==> config.mk <==
export PLATFORM = sky130hd
export DESIGN_NAME = shift_seq_ctrl
export DESIGN_NICKNAME = d
export VERILOG_FILES = /design/src/rtl/shift_seq_ctrl.sv
export SDC_FILE = /design/constraint.sdc
export NUM_CORES = 1
export LEC_CHECK = 0
export CAP_MARGIN = 20
export CORE_UTILIZATION = 49
export CTS_BUF_LIST = sky130_fd_sc_hd__clkbuf_4 sky130_fd_sc_hd__clkbuf_8
export CTS_CLUSTER_DIAMETER = 100
export CTS_CLUSTER_SIZE = 25
export DETAILED_ROUTE_END_ITERATION = 8
export HOLD_SLACK_MARGIN = 0.06
export PLACE_DENSITY = 0.95
export SLEW_MARGIN = 5
export SYNTH_ARGS = -nofsm -noshare
export SYNTH_HDL_FRONTEND = slang
export SYNTH_SLANG_ARGS = --single-unit
==> constraint.sdc <==
create_clock -name cp -period 4.39 [get_ports cp]
set_input_delay 1.317 -clock cp [delete_from_list [all_inputs] [get_ports cp]]
set_output_delay 1.317 -clock cp [all_outputs]
set_load 0.05 [all_outputs]
==> src/rtl/shift_seq_ctrl.sv <==
`default_nettype none
// shift_seq_ctrl: one-command-per-start sequencer for a 74194-style 8-bit shift register.
// Optional SHIFT_ROTATE_EN: cmd 11 rotates down by N (sr = q[0]); otherwise cmd 11 is a no-op.
module shift_seq_ctrl #(
   parameter int WIDTH = 8,
   parameter int CNT_W = 4
) (
   input  logic             cp,
   input  logic             cr,
   input  logic             start,
   input  logic [1:0]       cmd,
   input  logic [CNT_W-1:0] cnt,
   input  logic [WIDTH-1:0] din,
   input  logic             ser_in,
   input  logic [WIDTH-1:0] q,
   output logic             s1,
   output logic             s0,
   output logic [WIDTH-1:0] d,
   output logic             sr,
   output logic             sl,
   output logic             busy,
   output logic             done
);

   typedef enum logic [1:0] {
      ST_IDLE  = 2'd0,
      ST_LOAD  = 2'd1,
      ST_SHIFT = 2'd2,
      ST_DONE  = 2'd3
   } state_t;

   state_t           state_q;
   logic [CNT_W-1:0] cnt_q;
   logic             s1_q;
   logic             s0_q;
   logic [WIDTH-1:0] d_q;
   logic             sr_q;
   logic             sl_q;
   logic             busy_q;
   logic             done_q;
   logic             bypass;

`ifdef SHIFT_ROTATE_EN
   logic             rot_q;
   assign bypass = (cnt == '0);
`else
   logic             unused_q;
   assign unused_q = ^q;
   assign bypass   = (cnt == '0) || (cmd == 2'b11);
`endif

   always_ff @(posedge cp or posedge cr) begin
      if (cr) begin
         state_q <= ST_IDLE;
         cnt_q   <= '0;
         s1_q    <= 1'b0;
         s0_q    <= 1'b0;
         d_q     <= '0;
         sr_q    <= 1'b0;
         sl_q    <= 1'b0;
         busy_q  <= 1'b0;
         done_q  <= 1'b0;
`ifdef SHIFT_ROTATE_EN
         rot_q   <= 1'b0;
`endif
      end else begin
         case (state_q)
            ST_IDLE: begin
               if (start) begin
                  busy_q <= 1'b1;
                  if (cmd == 2'b00) begin
                     state_q <= ST_LOAD;
                     s1_q    <= 1'b1;
                     s0_q    <= 1'b1;
                     d_q     <= din;
                  end else if (bypass) begin
                     state_q <= ST_DONE;
                     done_q  <= 1'b1;
                  end else begin
                     // cmd 01 and rotate (11) both use mode 01; cmd 10 uses mode 10
                     state_q <= ST_SHIFT;
                     cnt_q   <= cnt;
                     s1_q    <= (cmd == 2'b10);
                     s0_q    <= cmd[0];
                     sr_q    <= ser_in;
                     sl_q    <= ser_in;
`ifdef SHIFT_ROTATE_EN
                     rot_q   <= (cmd == 2'b11);
`endif
                  end
               end
            end
            ST_LOAD: begin
               state_q <= ST_DONE;
               s1_q    <= 1'b0;
               s0_q    <= 1'b0;
               d_q     <= '0;
               done_q  <= 1'b1;
            end
            ST_SHIFT: begin
               cnt_q <= cnt_q - CNT_W'(1);
               if (cnt_q == CNT_W'(1)) begin
                  state_q <= ST_DONE;
                  s1_q    <= 1'b0;
                  s0_q    <= 1'b0;
                  sr_q    <= 1'b0;
                  sl_q    <= 1'b0;
                  done_q  <= 1'b1;
`ifdef SHIFT_ROTATE_EN
                  rot_q   <= 1'b0;
`endif
               end
            end
            default: begin
               state_q <= ST_IDLE;
               busy_q  <= 1'b0;
               done_q  <= 1'b0;
            end
         endcase
      end
   end

   assign s1   = s1_q;
   assign s0   = s0_q;
   assign d    = d_q;
   assign sl   = sl_q;
   assign busy = busy_q;
   assign done = done_q;
`ifdef SHIFT_ROTATE_EN
   // Rotate feeds the bit leaving Q[0] straight back in at Q[7]
   assign sr   = rot_q ? q[0] : sr_q;
`else
   assign sr   = sr_q;
`endif

endmodule
`default_nettype wire

==> impl_results.md <==
- Worst path slowest cell: a31oi_1
- CP Launch Type: input pin
- Post-layout minimum cycle time: 2.93 ns
- Drt first pass iters: 4
- Slew Limit Fails: 0
- Synthesis-to-finish area growth: 31.9%
- Endpoint class of the critical path: flip-flop
- Avg WL per Cell: 13.3 um
- Vias in the first global route: 901
- Share of layout cells above drive strength 1: 8.84%
- Cell Rows: 16
- Net Count, Synth: 149
- Post-CTS setup buffer count: 0
- Worst slew pin tran: 1.03 ns
- FMAX: 0.341 GHz
- Fillers: 152
- # diodes: 0
- IO buf count: 31
- Syn_area_per_cell: 9.54 um^2
- Max incr delay on CP: 0.79 ns
- Final net count: 181
- Setup TNS: 0 ns
- Worst-Skew Late Latency: 0.30 ns
- HPWL Detailed: 1830 um
- Cts repair resizes: 0
- Synth cell types: 35
- Status: complete, no violations
- Vias per inst: 5.40
- Via count: 940
- Total global routing overflow: 0
- Core area: 2040 um^2
- CP Class: input pin to flip-flop
- Area of the die: 2450 um^2
- Cell Pwr Density: 790 nW/um^2
- Arrival time worst endpoint: 3.08 ns
- Total track usage: 21.4%
- Hold Path Class: flip-flop to flip-flop
- CTS tree: built
- Crit Path Max Fanout: 16
- # IOs: 40
- FF+latch area: 475 um^2
- Largest net degree at the start of global routing: 20
- Die width: 49.5 um
- Final worst-path cycle share: 66.8%
- Initial antenna violation count: 0
- Worst-path clk slew: 0.10 ns
- Setup-failing EPs final: 0
- Antenna-violating nets left: 0
- VDD IR-drop max: 0.000449 V
- Hold Buf Count CTS: 0
- Ys Warns: 0
- 1st-iter DRT viols: 11
- Crit-path cells: clkdlybuf4s50_1, nor2_1, a31oi_1, o21ai_0
- Die height: 49.5 um
- DRT Wirelength: 2310 um
- Clock Skews: 0.00150 ns
- Worst slew margin: 30.9%
- H-Tree Depth: 1
- Worst endpoint required time: 4.53 ns
- Clock root cell: clkbuf_4
- Maxcap violations: 0
- Clock Path Buffers: 2
- First-pass GRT wire length: 3980 um
- Synthesized area: 1110 um^2
- Total clock sinks: 19
- Cells after Synth: 116
- Leakage: 0.662 nW
- Number of hold violations in the final report: 0
- Layout Cell Area excl Fill: 1460 um^2
- Unrepaired setup endpoints after global routing: false
- Initial Utilization: 54.2%
- Seq cells post-synth: 19
- Placed Area: 1430 um^2
- Final GP Congestion: 0.789
- Part of the Yosys area used for sequential elements: 43.0%
- CTS Buf Count: 3
- Multi-input gate area: 572 um^2
- Remaining DRCs: 0
critical path: cells and delay by family:
family                 cells  cell delay [ns]
AOI/OAI and AO/OA          2             1.02
and+or+nand+nor            1             0.09
buffers and inverters      1             0.64
final cells by class:
type,instances,share of cell area [%]
Multi-Input combinational cell,83,39.2
Sequential cell,19,32.6
Timing Repair Buffer,31,21.3
Inverter,10,2.57
Tap cell,27,2.32
Clock buffer,4,2.06
per-layer routing:
metal / vias to the layer above / part of all wire, % / track usage [%]
li1: 460 / - / -
met1: 449 / 43 / 25.3
met2: 27 / 51 / 38.4
met3: 4 / 4.4 / 4.32
met4: 0 / 1.3 / 7.14
met5: - / 0 / 0
cells by family after synthesis:
kind of cell             count (synthesis)  synth area share (%)
AND/OR/NAND/NOR                         36                  17.1
AO/OA/AOI/OAI                           33                  19.6
flip-flops                              19                  43.0
buffers and inverters                   14                  5.32
adder cells (fa/ha/maj)                  7                  7.92
multiplexers                             5                  5.54
XOR/XNOR                                 2                  1.58
registers in the layout, summed over array words and instances (netlist names):
register  flops
s1            1
d             8
s0            1
done          1
busy          1
state_q       2
cnt_q         4
sl            1
path summary, 6_finish.rpt:
kind                                  from    to  slack (ns)  cells past startpoint
worst max-delay path                cmd[0]  d[3]        1.46                      4
worst min-delay path                  d[5]  d[5]        0.50                      2
worst max register to register  state_q[1]  d[3]        2.29                      5
worst min register to register        d[5]  d[5]        0.50                      2
max in group asynchronous               cr    s1        2.53                      2
min in group asynchronous               cr  d[0]        1.42                      2
through the flow:
step / instances / total power [mW] / hold WS (ns) / util [%] / setup WS, ns
detailed placement: 170 / 1.06 / 0.482 / 70.0 / 1.14
floorplan: 116 / 0.864 / 0.511 / - / 1.74
finish: 174 / 1.15 / 0.503 / 71.4 / 1.46
global placement: 170 / 1.03 / 0.464 / 70.0 / 1.24
global route: 174 / 1.24 / 0.545 / 71.4 / 1.26
CTS: 174 / 1.16 / 0.505 / 71.4 / 1.47
cell usage in the layout (no fill, tap or decap):
| master | instances |
|---|---|
| nor3b_1 | 1 |
| a21o_1 | 1 |
| o22ai_2 | 1 |
| a21oi_2 | 1 |
| o211a_1 | 1 |
| o22ai_1 | 1 |
| a21oi_1 | 7 |
| nand2_1 | 11 |
| clkinv_1 | 1 |
| clkbuf_4 | 4 |
| clkdlybuf4s50_1 | 31 |
| a211oi_1 | 1 |
| nor2_1 | 8 |
| a32oi_4 | 1 |
| or3_4 | 1 |
| mux2i_1 | 2 |
| dfrtp_1 | 19 |
| inv_1 | 9 |
| mux2_4 | 2 |
| a31oi_1 | 3 |
| or4_1 | 1 |
| nand2b_1 | 8 |
| nor3_1 | 1 |
| o21ai_0 | 14 |
| or3_1 | 1 |
| o31ai_1 | 1 |
| xor2_1 | 2 |
| nand2_2 | 1 |
| ha_1 | 7 |
| o21ai_1 | 1 |
| nor2b_1 | 1 |
| nand3_1 | 1 |
| mux2_2 | 1 |
| nor3b_2 | 1 |
synthesized netlist by cell type, drive strengths merged:
cell	instances	area share [%]
o31ai	1	0.68
nand3	1	0.45
o211a	1	0.91
nor3	1	0.45
dfrtp	19	43
mux2i	2	1.8
nand2	12	4.3
mux2	3	3.7
ha	7	7.9
nor2	8	2.7
a21oi	8	4.0
xor2	2	1.6
a32oi	1	2.5
nor3b	2	1.8
o21ai	15	6.8
or3	2	1.6
clkbuf	1	0.34
clkinv	1	0.34
or4	1	0.68
o22ai	2	1.7
inv	9	3.1
nor2b	1	0.57
a31oi	3	1.7
a211oi	1	0.68
a21o	1	0.68
nand2b	8	4.5
buf	3	1.6
where the power goes:
group	switching [mW]	internal, mW	leakage [nW]	total (mW)
clock network	0.0526	0.0417	0.0184	0.0943
registers	0.0586	0.257	0.235	0.316
logic	0.447	0.296	0.409	0.743
total	0.558	0.595	0.662	1.15
Power figures use the tool's default switching activity.
